[config.mk]
export PLATFORM = sky130hd
export DESIGN_NAME = led_pwm_rgb
export DESIGN_NICKNAME = d
export VERILOG_FILES = /design/src/rtl/led_pwm_pkg.sv /design/src/rtl/led_pwm_breathe.sv /design/src/rtl/led_pwm_rgb.sv
export SDC_FILE = /design/constraint.sdc
export NUM_CORES = 1
export LEC_CHECK = 0
export ABC_AREA = 0
export CAP_MARGIN = 20
export CORE_MARGIN = 3
export CORE_UTILIZATION = 26
export DETAILED_ROUTE_END_ITERATION = 10
export HOLD_SLACK_MARGIN = 0.12
export PLACE_DENSITY = 0.52
export SETUP_SLACK_MARGIN = 0.1
export SLEW_MARGIN = 20
export SYNTH_ARGS = -nofsm -noshare
export SYNTH_HDL_FRONTEND = slang
export SYNTH_HIERARCHICAL = 1
export SYNTH_SLANG_ARGS = --single-unit
export TNS_END_PERCENT = 10
[constraint.sdc]
create_clock -name i_clk -period 9 [get_ports i_clk]
set_input_delay 2.7 -clock i_clk [delete_from_list [all_inputs] [get_ports i_clk]]
set_output_delay 2.7 -clock i_clk [all_outputs]
set_load 0.03 [all_outputs]
[src/rtl/led_pwm_pkg.sv]
// Shared constants for the multi-channel LED PWM driver: channel modes and
// the breathe generator's triangle direction.
package led_pwm_pkg;

  localparam logic [1:0] MODE_OFF     = 2'd0;
  localparam logic [1:0] MODE_ON      = 2'd1;
  localparam logic [1:0] MODE_BLINK   = 2'd2;
  localparam logic [1:0] MODE_BREATHE = 2'd3;

  typedef enum logic {
    BR_UP   = 1'b0,
    BR_DOWN = 1'b1
  } breathe_state_e;

endpackage

[src/rtl/led_pwm_breathe.sv]
// Shared triangle generator: the level ramps 0..max..0 one step per
// 2^P_BREATHE_SHIFT PWM periods, never wrapping.
module led_pwm_breathe
  import led_pwm_pkg::*;
#(
  parameter int P_PWM_BITS      = 8,
  parameter int P_BREATHE_SHIFT = 4
) (
  input  logic                  i_clk,
  input  logic                  i_rst_n,
  input  logic                  i_boundary,
  output logic [P_PWM_BITS-1:0] o_level,
  output breathe_state_e        o_state
);

  // A zero shift still needs a 1-bit prescaler that simply never advances.
  localparam int PRE_W = (P_BREATHE_SHIFT > 0) ? P_BREATHE_SHIFT : 1;
  localparam logic [PRE_W-1:0]      PRE_LAST = PRE_W'((1 << P_BREATHE_SHIFT) - 1);
  localparam logic [P_PWM_BITS-1:0] LVL_MAX  = '1;

  logic [PRE_W-1:0] r_pre;

  always_ff @(posedge i_clk or negedge i_rst_n) begin
    if (!i_rst_n) begin
      r_pre   <= '0;
      o_level <= '0;
      o_state <= BR_UP;
    end else if (i_boundary) begin
      if (r_pre == PRE_LAST) begin
        r_pre <= '0;
        case (o_state)
          BR_UP: begin
            if (o_level == LVL_MAX) begin
              o_state <= BR_DOWN;
              o_level <= LVL_MAX - 1'b1;
            end else begin
              o_level <= o_level + 1'b1;
            end
          end
          BR_DOWN: begin
            if (o_level == '0) begin
              o_state <= BR_UP;
              o_level <= {{(P_PWM_BITS-1){1'b0}}, 1'b1};
            end else begin
              o_level <= o_level - 1'b1;
            end
          end
          default: o_state <= BR_UP;
        endcase
      end else begin
        r_pre <= r_pre + 1'b1;
      end
    end
  end

endmodule

[src/rtl/led_pwm_rgb.sv]
// Multi-channel LED driver: one free-running counter, per-channel shadowed
// {mode, duty} that goes live on each PWM period boundary, registered outputs.
module led_pwm_rgb
  import led_pwm_pkg::*;
#(
  parameter int P_CHANNELS      = 3,
  parameter int P_PWM_BITS      = 8,
  parameter int P_CNT_BITS      = 26,
  parameter int P_BLINK_BIT     = 24,
  parameter int P_BREATHE_SHIFT = 4,
  localparam int CH_W = (P_CHANNELS > 1) ? $clog2(P_CHANNELS) : 1
) (
  input  logic                  i_clk,
  input  logic                  i_rst_n,
  // i_wr_en is a fire-and-forget strobe with no ready: every write cycle lands
  // in the shadow of i_wr_ch, or is dropped when i_wr_ch names no channel.
  input  logic                  i_wr_en,
  input  logic [CH_W-1:0]       i_wr_ch,
  input  logic [1:0]            i_wr_mode,
  input  logic [P_PWM_BITS-1:0] i_wr_duty,
  output logic [P_CHANNELS-1:0] o_led,
  output logic                  o_period,
  output breathe_state_e        o_breathe_state
);

  logic [P_CNT_BITS-1:0] r_cnt;
  logic [P_PWM_BITS-1:0] phase;
  logic                  boundary;
  logic [P_PWM_BITS-1:0] level;
  logic [P_CHANNELS-1:0] led_next;

  assign phase    = r_cnt[P_PWM_BITS-1:0];
  assign boundary = &phase;

  led_pwm_breathe #(
    .P_PWM_BITS      (P_PWM_BITS),
    .P_BREATHE_SHIFT (P_BREATHE_SHIFT)
  ) u_breathe (
    .i_clk      (i_clk),
    .i_rst_n    (i_rst_n),
    .i_boundary (boundary),
    .o_level    (level),
    .o_state    (o_breathe_state)
  );

  for (genvar g = 0; g < P_CHANNELS; g++) begin : g_ch
    logic [1:0]            r_sh_mode;
    logic [1:0]            r_act_mode;
    logic [P_PWM_BITS-1:0] r_sh_duty;
    logic [P_PWM_BITS-1:0] r_act_duty;
    logic [P_PWM_BITS-1:0] eff;
    logic                  wr_hit;

    assign wr_hit = i_wr_en && (i_wr_ch == CH_W'(g));

    // Active takes the pre-write shadow, so a boundary-clock write waits a period.
    always_ff @(posedge i_clk or negedge i_rst_n) begin
      if (!i_rst_n) begin
        r_sh_mode  <= MODE_OFF;
        r_sh_duty  <= '0;
        r_act_mode <= MODE_OFF;
        r_act_duty <= '0;
      end else begin
        if (wr_hit) begin
          r_sh_mode <= i_wr_mode;
          r_sh_duty <= i_wr_duty;
        end
        if (boundary) begin
          r_act_mode <= r_sh_mode;
          r_act_duty <= r_sh_duty;
        end
      end
    end

    always_comb begin
      eff = '0;
      case (r_act_mode)
        MODE_OFF:     eff = '0;
        MODE_ON:      eff = r_act_duty;
        MODE_BLINK:   eff = r_cnt[P_BLINK_BIT] ? r_act_duty : '0;
        MODE_BREATHE: eff = (level < r_act_duty) ? level : r_act_duty;
        default:      eff = '0;
      endcase
    end

    assign led_next[g] = (phase < eff);
  end

  always_ff @(posedge i_clk or negedge i_rst_n) begin
    if (!i_rst_n) begin
      r_cnt    <= '0;
      o_led    <= '0;
      o_period <= 1'b0;
    end else begin
      r_cnt    <= r_cnt + 1'b1;
      o_led    <= led_next;
      o_period <= boundary;
    end
  end

endmodule

* After elaboration in Yosys (flattened, before gate mapping)
Index checks and enable logic that the tools add are counted.
Word-level totals: bits in registers 103, output and inout port bits 5
Operators by class: add/subtract/negate cells 4, magnitude comparators 6, equality and inequality tests 13, mux-type cells 16, bitwise gates (word level) 1, reductions and logical operators 10
Operators by type and width (number):
- $pmux W8 S4 | 3
- $mux W8 | 8
- $lt A8 B8 Y1 | 6
- $add A26 B1 Y26 const B | 1
- $pmux W8 S2 | 1
- $eq A2 B2 Y1 const B | 7
- $reduce_and A9 Y1 | 1
- $add A8 B1 Y8 const B | 1
- $eq A2 B1 Y1 const B | 4
- $eq A8 B8 Y1 const B | 1
- $logic_not A2 Y1 | 4
- $logic_not A8 Y1 | 1
- $reduce_and A8 Y1 | 1
- $sub A8 B1 Y8 const B | 1
- $add A4 B1 Y4 const B | 1
- $eq A4 B4 Y1 const B | 1
- $mux W4 | 1
- $logic_and A1 B1 Y1 | 3
- $mux W1 | 2
- $pmux W1 S2 | 1
- $not A1 Y1 | 1

* Depth between registers and ports, before layout
Gate-level depths: netlist of run 1.
depth after elaboration 4, mapped depth 14, depth with buffers taken out 13

* Cells and area by module
The synthesis of run 1 kept the hierarchy.
By module, submodules not included:
- led_pwm_rgb | times used 1, cells an instance 463, area an instance 4858.4 um^2, seq. area each 2227.1 um^2
- led_pwm_breathe | times used 1, cells an instance 109, area an instance 939.7 um^2, seq. area each 325.3 um^2

* Worst setup path before layout of run 1
OpenSTA, ideal clock, no wires.
path kind input-to-reg, start point input i_wr_ch[1], end point register g_ch[0].r_sh_duty[0], library setup time 0.125 ns, data arrival time 3.582 ns, slack 5.293 ns, stages 3, buffers on the path 1, cells stage by stage nor3b_1 -> buf_1 -> mux2_2
On the way: word-level cells in the longest chain between the ends 2
RTL lines:
- from (decl) | RTL line led_pwm_rgb.sv:18 | input logic [CH_W-1:0] i_wr_ch,
- $logic_not A2 Y1 | RTL line led_pwm_rgb.sv:54 | assign wr_hit = i_wr_en && (i_wr_ch == CH_W'(g));
- $logic_and A1 B1 Y1 | RTL line led_pwm_rgb.sv:54
- to (signal assigned) | RTL line led_pwm_rgb.sv:66 | r_sh_duty <= i_wr_duty;
- to (decl) | RTL line led_pwm_rgb.sv:49 | logic [P_PWM_BITS-1:0] r_sh_duty;
No other way between the ends. A chain may end at the register's enable or synchronous reset.

* Final worst setup path of run 1
start point register u_breathe.o_state, end point output o_breathe_state
RTL lines:
- from (decl) | RTL line led_pwm_breathe.sv:13 | output breathe_state_e o_state
- from (signal assigned) | RTL line led_pwm_breathe.sv:27 | o_state <= BR_UP;
- from (signal assigned) | RTL line led_pwm_breathe.sv:34 | o_state <= BR_DOWN;
- from (signal assigned) | RTL line led_pwm_breathe.sv:42 | o_state <= BR_UP;
- to (decl) | RTL line led_pwm_rgb.sv:23 | output breathe_state_e o_breathe_state
No word-level cell between the ends.

==> summary.md, run 1 <==
| Metric | Value |
|---|---|
| DP HPWL | just under 10 mm |
| Hold_buf cts | 0 |
| Multi-input gate area | 3020 um2 |
| Die Height | 155 um |
| Tmin final | ~4.4 ns |
| Clk Latency, worst-skew pair | around 0.36 ns |
| Crit end category | output port |
| GP Congestion | a little under 0.8 |
| Fillers | 2328 |
| Share of cells above drive strength 1 | around a tenth |
| Commonest cells in the netlist | 102 x dfrtp_1, 69 x nand2_1, 47 x ha_1 |
| RSZ-0062 raised after global routing | no |
| Global-route wire length before repair | 22.3 mm |
| Setup TNS | 0 ns |
| Register bit count reported by yosys | between 100 and 150 |
| Slew headroom | about two fifths |
| Final Hold Fails | 0 |
| Leakage Power | 2.75 nW |
| Root Buffer | clkbuf_16 |
| Die X | approximately 160 um |
| GR Util met2 | roughly 17% |
| M3 GR Usage | 2.20% |
| Slowest cell on the critical path | clkdlybuf4s50_1 |
| Crit-path leading delay family | buffers and inverters |
| Post-CTS Setup Inserts | 0 |
| Critical Path Start Type | flip-flop |
| Initial Utilization | between 20% and 30% |
| Endpoints failing setup | 0 |
| CTS resizes | 0 |
| Initial antenna violation count | 0 |
| Crit path max fanout | 13 |
| CP cell instances | clkdlybuf4s50_1 |
| Status | complete, no violations |
| Clock Skew | roughly 0.013 ns |
| Core outline area | 21900 um2 |
| Largest net degree at the start of global routing | 63 |
| Peak VDD IR | ~84 uV |
| Yosys cell types | 64 |
| Pwr/cell area | 143 nW/um2 |
| DIE AREA | 24100 um2 |
| Number of remaining DRC errors | 0 |
| Drt via density | 4.81 |
| GRT Max-Usage Layer | met1 |
| Diodes inserted | 0 |
| Fmax | 227 MHz |
| Slowest cell delay on critical path | about 0.76 ns |
| Ys Warns | 6 |
| Critical Path RT | ~6.3 ns |
| Worst EP arrival | 1.70 ns |
| Worst min path class | reg2reg |
| Layout area overhead | 13.6% |
| Pins Over Slew Limit | 0 |
| Detail Route Antenna Nets | 0 |
| I/O pin count | 20 |
| Final #Nets | 647 |
| Post-synth EDFFs | 0 |
| Main flop type after synthesis | dfrtp_1 |
| Register area share after synthesis | between 40% and 50% |
| Final worst-path cycle share | 48.9% |
| Mapped Area | around 5800 um2 |
| Overall routed net length | 13.5 mm |
| Worst slew pin tran | 0.867 ns |
| Mapped Avg Cell Area | 10.1 um2 |
| Post-synth ARST share | 100% |
| DRT iter0 DRCs | 282 |
| WP buf/inv | 1 |
| Max-cap violation count | 0 |
| Vias in the first global route | 4040 |
| Syn nets | ~630 |
| # clock sinks | between 100 and 150 |
| IO Port Bufs | 19 |
| Storage element area | 2550 um2 |
| Area leader, netlist | dfrtp_1 |
| Row count | 54 |
| Top cells by area, synth | dfrtp_1 44%, ha_1 10%, mux2_2 6.0% |
| Via count | approximately 4200 |
| CTS Buf Count | 9 |
| Crit Path Class | reg2out |
| Drt pass-1 iters | 4 |
| GR Util met1 | roughly 18% |
| Clk pin slew, worst setup/hold paths | 0.08 ns |
| Synth Instances | 572 |
| H-tree depth | 3 |
| Gr usage total | 11.5% |
| CTS tree | built |
| Overall Power | 0.944 mW |
| Cell with the most instances after synthesis | dfrtp_1 |
| Top cell type's share of synthesized area | between 40 and 50% |
| GRT overflow | 0 |
| Bufs on Longest Clock Path | 2 |
| WL per Instance | 15.5 um |
## flip-flops by register name, indices dropped and copies added (netlist names)
signal / flops
o_led: 3
g_ch.r_act_duty: 24
r_cnt: 25
g_ch.r_sh_mode: 6
u_breathe/r_pre: 4
u_breathe/o_state: 1
g_ch.r_act_mode: 6
o_period: 1
u_breathe/o_level: 8
g_ch.r_sh_duty: 24
## logic make-up (layout without fill, tap and decap cells)
logic type | after synthesis | count (layout) | synth area share, %
adder cells (fa/ha/maj) | 47 | 47 | 10.1
XOR/XNOR | 25 | 25 | 3.78
buffers and inverters | 54 | 72 | 3.82
flip-flops | 102 | 102 | 44.0
AND/OR/NAND/NOR | 171 | 171 | 14.9
multiplexers | 42 | 42 | 8.05
AO/OA/AOI/OAI | 131 | 131 | 15.3
## metal layers
metal,vias to the layer above,wire length (um)
met5,-,0
met4,0,151
met3,10,432
met2,55,5930
met1,2017,7000
li1,2101,-
## final cells by class
class / instances / area share (%)
Tap cell: 280 / 5.32
Multi-Input combinational cell: 416 / 45.9
Clock inverter: 7 / 1.37
Timing Repair Buffer: 24 / 3.42
Sequential cell: 102 / 38.7
Clock buffer: 9 / 3.42
Inverter: 32 / 1.82
## path summary, 6_finish.rpt
path,from,to,slack [ns],depth (start not counted)
worst max-delay path,u_breathe/o_state,o_breathe_state,4.60,1
worst min-delay path,r_cnt[20],r_cnt[20],0.47,1
worst max register to register,u_breathe/o_level[7],o_led[1],5.21,10
worst min register to register,r_cnt[20],r_cnt[20],0.47,1
max in group asynchronous,i_rst_n,g_ch[2].r_act_duty[6],5.48,2
min in group asynchronous,i_rst_n,u_breathe/o_level[1],2.33,1
## stage by stage
step                utilization [%]  instances  hold WS, ns  setup slack, ns  area, um2
floorplan                         -        572        0.433             5.29       5800
global placement               28.7        854        0.450             4.79       6270
detailed placement             28.7        854        0.453             4.79       6270
CTS                            30.1        870        0.476             4.59       6590
global route                   30.1        870        0.490             4.52       6590
finish                         30.1        870        0.467             4.60       6590
## report_power, final
part	total (mW)	switching [mW]	internal, mW
Clock	0.400	0.201	0.199
Sequential	0.498	0.0150	0.483
Combinational	0.0455	0.0193	0.0262
## cell usage in the layout, fill, tap and decap left out, drive strengths merged, types with 3 or more instances in the layout
cell type        n
a2111oi          3
a211o            4
a211oi           3
a21o             6
a21oi           27
a22o             9
a22oi           13
and3             7
and4             3
buf              6
clkbuf           9
clkdlybuf4s50   18
clkinv           5
dfrtp          102
ha              47
inv             33
mux2            37
mux2i            5
nand2           69
nand2b           7
nand3           21
nand4           14
nor2            13
nor2b            3
nor3            17
nor4             3
o21ai           43
or3              4
xnor2           22
xor2             3
(Power assumes the default switching activity.)
==> run 2, diff against run 1 <==
clock period = 4.35 ns   (was 9 ns; I/O delays follow)
==> run 2 against run 1 <==
Wire length increased by 1.3%. Highest routed layer unchanged. Largest power group unchanged. Cell count increased by 0.46%. Die area is the same. Critical endpoint is now o_led[1]. Largest cell class unchanged.
==> summary.md, run 2 (synthesis results as in run 1) <==
| Metric | Value |
|---|---|
| CTS Buf Count | 9 (unchanged) |
| Finished Layout Cells | 874 (+0.46%) |
| Drt pass-1 iters | 4 (unchanged) |
| Dpl ws | 0.725 ns (-4.07 ns) |
| Slowest cell on the critical path | dfrtp_1 |
| M3 GR Usage | 2.81% (+0.61 points) |
| CTS resizes | 0 (unchanged) |
| CTS tree | built |
| Worst hold start | r_cnt[16] |
| Die X | 155 um (unchanged) |
| Vias in the first global route | 4013 (-0.67%) |
| Clock Skew | 0.0135 ns (+0.000917 ns) |
| Max reg flops | 25 (unchanged) |
| Gr usage total | 11.5% (unchanged) |
| Final worst-path cycle share | 85.0% |
| Largest net degree at the start of global routing | 59 (-6.3%) |
| Root Buffer | clkbuf_16 |
| GRT Max-Usage Layer | met1 |
| Leakage Power | 2.79 nW (+1.3%) |
| Pwr/cell area | 299 nW/um2 (+110%) |
| Setup TNS | 0 ns (unchanged) |
| Crit Path Class | reg2reg |
| Hold_buf cts | 0 (unchanged) |
| Most frequent cells in the layout | 102 x dfrtp_1, 69 x nand2_1, 47 x ha_1 |
| Initial antenna violation count | 0 (unchanged) |
| Row count | 54 (unchanged) |
| Die Height | 155 um (unchanged) |
| Slew headroom | 53.1% (+11 points) |
| Largest Register | r_cnt |
| DP HPWL | 9.81 mm (+2.1%) |
| Pins Over Slew Limit | 0 (unchanged) |
| GR Util met2 | 16.8% (+0.21 points) |
| Final WS setup | 0.654 ns (-3.95 ns) |
| Layout area overhead | 14.5% |
| Final core occ | 30.3% (+0.22 points) |
| Critical Path RT | 4.60 ns (-1.70 ns) |
| Hold Path Sink | r_cnt[16] |
| Worst path most repeated cell | ha_1 |
| Share of cells above drive strength 1 | 11.3% (+0.60 points) |
| Post-placement cell count | 858 (+0.47%) |
| I/O pin count | 20 (unchanged) |
| Peak VDD IR | 227 uV (+170%) |
| H-tree depth | 3 (unchanged) |
| Endpoints failing setup | 0 (unchanged) |
| Overall routed net length | 13.7 mm (+1.3%) |
| RSZ-0062 raised after global routing | no |
| Diodes inserted | 0 (unchanged) |
| Worst slew pin tran | 0.698 ns (-0.169 ns) |
| Drt via density | 4.92 (+2.2%) |
| Tmin final | 3.70 ns |
| Detail Route Antenna Nets | 0 (unchanged) |
| Final Hold Fails | 0 (unchanged) |
| GR Util met1 | 17.4% (-0.10 points) |
| Core outline area | 21900 um2 (unchanged) |
| Clk Latency, worst-skew pair | 0.37 ns (about the same) |
| Launching point of the worst reg2reg path | u_breathe/o_level[1] |
| CP cell instances | ha_1 -> a2111o_1 -> a311oi_4 -> mux2_1 -> a22oi_1 -> ha_1 -> a2111oi_0 -> a211oi_1 -> a2111oi_2 |
| # clock sinks | 102 (unchanged) |
| Via count | 4296 (+2.7%) |
| Critical Path Start Type | flip-flop |
| Worst R2R End | o_led[1] |
| Reg2reg setup slack | 0.65 ns (-4.56 ns) |
| Max-cap violation count | 0 (unchanged) |
| R2R depth | 9 (-1) |
| DRT iter0 DRCs | 227 (-20%) |
| Slowest cell delay on critical path | 0.63 ns (-0.13 ns) |
| Worst Hold Depth | 1 (unchanged) |
| Clk pin slew, worst setup/hold paths | 0.08 ns (about the same) |
| GP Congestion | 0.840 (+8.0%) |
| Initial Utilization | 26.5% (unchanged) |
| IO Port Bufs | 19 (unchanged) |
| Status | complete, no violations |
| Global-route wire length before repair | 22.3 mm (about the same) |
| GRT overflow | 0 (unchanged) |
| Final #Nets | 651 (+0.62%) |
| Worst EP arrival | 3.94 ns (+2.24 ns) |
| WL per Instance | 15.7 um (+0.81%) |
| Crit end category | flip-flop |
| Fmax | between 200 and 300 MHz |
| Worst min path class | reg2reg |
| Top flop regs | r_cnt (25), g_ch.r_act_duty (24), g_ch.r_sh_duty (24) |
| DIE AREA | 24100 um2 (unchanged) |
| Most common cell after layout, fill and taps aside | dfrtp_1 |
| Crit path max fanout | 14 (+1) |
| Number of remaining DRC errors | 0 (unchanged) |
| Post-CTS Setup Inserts | 0 (unchanged) |
| Bufs on Longest Clock Path | 2 (unchanged) |
run 2: cell types whose count changed in the layout (fill, tap and decap cells not counted), sizes merged:
| cell | before | now |
|---|---|---|
| buf | 6 | 10 |
| inv | 33 | 36 |
| clkinvlp | 1 | 0 |
| clkinv | 5 | 3 |
run 2: cell type report:
cell class / instances / area, um2
tap: 280 / 350
fill: 2321 / 15300
inverter: 32 / 120
clock buffer: 9 / 225
multi-input combinational: 416 / 3020
sequential: 102 / 2550
clock inverter: 7 / 96.3
timing repair buffer: 28 / 268
run 2: worst max-delay path: cells and delay by family (launching register included):
kind	cells	cell delay, ns
compound gates	6	1.98
fa+ha+maj	2	0.59
flops	1	0.63
mux	1	0.37
run 2: report_power, final:
part	internal [mW]	switching [mW]	leakage (nW)	total, mW
Clock	0.422	0.441	0.156	0.863
Combinational	0.0556	0.0401	1.28	0.0958
Sequential	1.00	0.0252	1.35	1.03
Total	1.48	0.506	2.79	1.98
run 2: worst max path at each step:
| stage | endpoint | cells past startpoint | slack [ns] | start |
|---|---|---|---|---|
| 2_1_floorplan | o_led[1] | 9 | 1.0 | u_breathe/o_level[1] |
| 3_3_place_gp | o_led[1] | 9 | 0.72 | u_breathe/o_level[1] |
| 3_5_place_dp | o_led[1] | 9 | 0.73 | u_breathe/o_level[1] |
| 4_1_cts | o_led[1] | 9 | 0.69 | u_breathe/o_level[1] |
| 5_1_grt | o_led[1] | 10 | 0.39 | u_breathe/o_level[2] |
| 6_report | o_led[1] | 9 | 0.65 | u_breathe/o_level[1] |
run 2: per-layer routing:
layer	vias to the layer above	wire length, um
met3	7	432
met1	2097	7140
li1	2127	-
met4	0	116
met2	65	6000
met5	-	0
run 2: through the flow:
| stage | cell area, um2 | power, mW | hold WS (ns) |
|---|---|---|---|
| floorplan | 5800 | 1.09 | 0.433 |
| global placement | 6310 | 1.14 | 0.451 |
| detailed placement | 6310 | 1.14 | 0.456 |
| CTS | 6640 | 2.01 | 0.471 |
| global route | 6640 | 2.06 | 0.487 |
| finish | 6640 | 1.98 | 0.465 |
==> run 3, diff against run 2 <==
clock period = 3.64 ns   (was 4.35 ns; I/O delays follow)
==> run 3 against run 2 <==
Wire length grew 0.49%. Utilization grew 0.29 points. First-iteration DRC count down 16%.
==> summary.md, run 3 (synthesis results as in run 1) <==
| Metric | Value |
|---|---|
| WL per Instance | 15.6 um (-0.65%) |
| Tmin final | 3.34 ns (-0.354 ns) |
| Post-route cell area | 6700 um2 (+0.94%) |
| GP Congestion | 0.768 (-8.5%) |
| Overall routed net length | 13.7 mm (+0.49%) |
| Core outline area | 21900 um2 (unchanged) |
| Crit Path Class | reg2reg |
| Endpoints failing setup | 0 (unchanged) |
| Detail Route Antenna Nets | 0 (unchanged) |
| Fmax | 299 MHz (+11%) |
| I/O pin count | 20 (unchanged) |
| Vias in the first global route | 4165 (+3.8%) |
| Crit end category | flip-flop |
| Pwr/cell area | 352 nW/um2 (+18%) |
| Hold_buf cts | 0 (unchanged) |
| Peak VDD IR | 203 uV (-10%) |
| Sw Pwr | 0.550 mW (+8.6%) |
| Critical Path RT | 3.87 ns (-0.73 ns) |
| Clock Skew | 0.00944 ns (-0.00411 ns) |
| Bufs on Longest Clock Path | 2 (unchanged) |
| Worst EP arrival | 3.58 ns (-0.36 ns) |
| Sw frac | 23.3% (-2.2 points) |
| Slew headroom | 53.2% (+0.067 points) |
| Clk Latency, worst-skew pair | 0.36 ns (about the same) |
| Gr usage total | 11.7% (+0.14 points) |
| Worst path most repeated cell | ha_1 |
| Clk pin slew, worst setup/hold paths | 0.08 ns (about the same) |
| Row count | 54 (unchanged) |
| H-tree depth | 3 (unchanged) |
| Global-route wire length before repair | 22.7 mm (+1.8%) |
| Crit path max fanout | 6 (-8) |
| Drt pass-1 iters | 4 (unchanged) |
| CP cell instances | inv_1 -> ha_1 -> a2111o_1 -> a311oi_4 -> buf_4 -> mux2_1 -> a22oi_1 -> ha_1 -> o21ai_0 -> nand2b_1 -> a21oi_1 -> a211oi_1 -> a2111oi_2 |
| Final worst-path cycle share | 91.8% (+6.8 points) |
| Slowest cell delay on critical path | 0.42 ns (-0.21 ns) |
| CTS tree | built |
| Int Power | 1.81 mW (+22%) |
| Largest net degree at the start of global routing | 61 (+3.4%) |
| Worst min path class | reg2reg |
| Initial Utilization | 26.5% (unchanged) |
| Max-cap violation count | 0 (unchanged) |
| Layout area overhead | 15.5% |
| DRT iter0 DRCs | 191 (-16%) |
| Die X | 155 um (unchanged) |
| Most frequent cells in the layout | 102 x dfrtp_1, 69 x nand2_1, 47 x ha_1 |
| Comb pwr share | 4.9% (about the same) |
| DP HPWL | 9.91 mm (+0.98%) |
| Final Hold Fails | 0 (unchanged) |
| Root Buffer | clkbuf_16 |
| Dpl cell area | 6390 um2 (+1.2%) |
| Pins Over Slew Limit | 0 (unchanged) |
| # clock sinks | 102 (unchanged) |
| Status | complete, no violations |
| Top flop regs | r_cnt (25), g_ch.r_act_duty (24), g_ch.r_sh_duty (24) |
| Number of remaining DRC errors | 0 (unchanged) |
| Drt via density | 4.89 (-0.49%) |
| CTS resizes | 0 (unchanged) |
| Diodes inserted | 0 (unchanged) |
| Via count | 4324 (+0.65%) |
| Max reg flops | 25 (unchanged) |
| Initial antenna violation count | 0 (unchanged) |
| Most common cell after layout, fill and taps aside | dfrtp_1 |
| Setup TNS | 0 ns (unchanged) |
| Critical Path Start Type | flip-flop |
| CTS Buf Count | 9 (unchanged) |
| DIE AREA | 24100 um2 (unchanged) |
| Die Height | 155 um (unchanged) |
| Leakage Power | 2.83 nW (+1.6%) |
| IO Port Bufs | 19 (unchanged) |
| Largest Register | r_cnt |
| Final #Nets | 661 (+1.5%) |
| Slowest cell on the critical path | a2111o_1 |
| Worst slew pin tran | 0.697 ns (-0.000995 ns) |
| Final hold slack | 0.455 ns (-0.0104 ns) |
| Reg power frac | 52.0% (+0.3 points) |
| GRT overflow | 0 (unchanged) |
| Share of cells above drive strength 1 | 12.6% (+1.3 points) |
| RSZ-0062 raised after global routing | no |
| Power share of the clock group | 43.1% (-0.4 points) |
| Post-CTS Setup Inserts | 0 (unchanged) |
==> run 3: cell types whose count changed in the layout (fill, tap and decap cells not counted), sizes merged <==
cell / delta
buf: +10
inv: -2
bufinv: +1
clkbuf: +1
clkinv: -1
clkinvlp: +1
==> run 3: path summary, 6_finish.rpt <==
path / from / end / slack, ns / depth (start not counted)
min in group asynchronous: i_rst_n / o_led[2] / 0.74 / 1
worst max register to register: g_ch[1].r_act_duty[1] / o_led[1] / 0.30 / 13
worst min register to register: g_ch[2].r_sh_duty[0] / g_ch[2].r_act_duty[0] / 0.45 / 2
worst min-delay path: g_ch[2].r_sh_duty[0] / g_ch[2].r_act_duty[0] / 0.45 / 2
max in group asynchronous: i_rst_n / g_ch[1].r_sh_mode[1] / 2.19 / 2
worst max-delay path: g_ch[1].r_act_duty[1] / o_led[1] / 0.30 / 13
==> run 3: through the flow <==
stage	instances	worst slack [ns]	util, %	power [mW]
final	884	0.298	30.6	2.36
after global routing	884	0.124	30.6	2.46
after CTS	884	0.291	30.6	2.39
after detailed placement	868	0.315	29.2	1.37
after global placement	868	0.407	29.2	1.37
after floorplan	572	0.287	-	1.30
==> run 3: layout make-up <==
cell class                 instances  area (um2)
timing repair buffer              38         343
clock buffer                      10         229
tap                              280         350
clock inverter                     6        80.1
inverter                          32         120
fill                            2313       15200
multi-input combinational        416        3020
sequential                       102        2550
==> run 3: power groups by stage <==
stage               Sequential (mW)  Clock [mW]  Combinational [mW]
finish                         1.23        1.02               0.116
global route                   1.24        1.09               0.130
CTS                            1.23        1.04               0.120
detailed placement             1.25           0               0.120
global placement               1.25           0               0.117
floorplan                      1.24           0              0.0646
==> run 3: layer usage <==
metal / share of wire, % / global-route usage [%] / wire, um
met1: 51 / 17.2 / 7020
met4: 1.2 / 2.92 / 168
met5: 0 / 0 / 0
met3: 2.7 / 2.31 / 369
met2: 45 / 17.5 / 6190
==> run 3: worst max-delay path, delay by kind of cell (launching register included) <==
kind,cells,cell delay (ns)
buffers and inverters,2,0.29
AOI/OAI and AO/OA,7,1.68
and+or+nand+nor,1,0.07
muxes,1,0.32
adders and majority gates,2,0.48
DFF,1,0.39
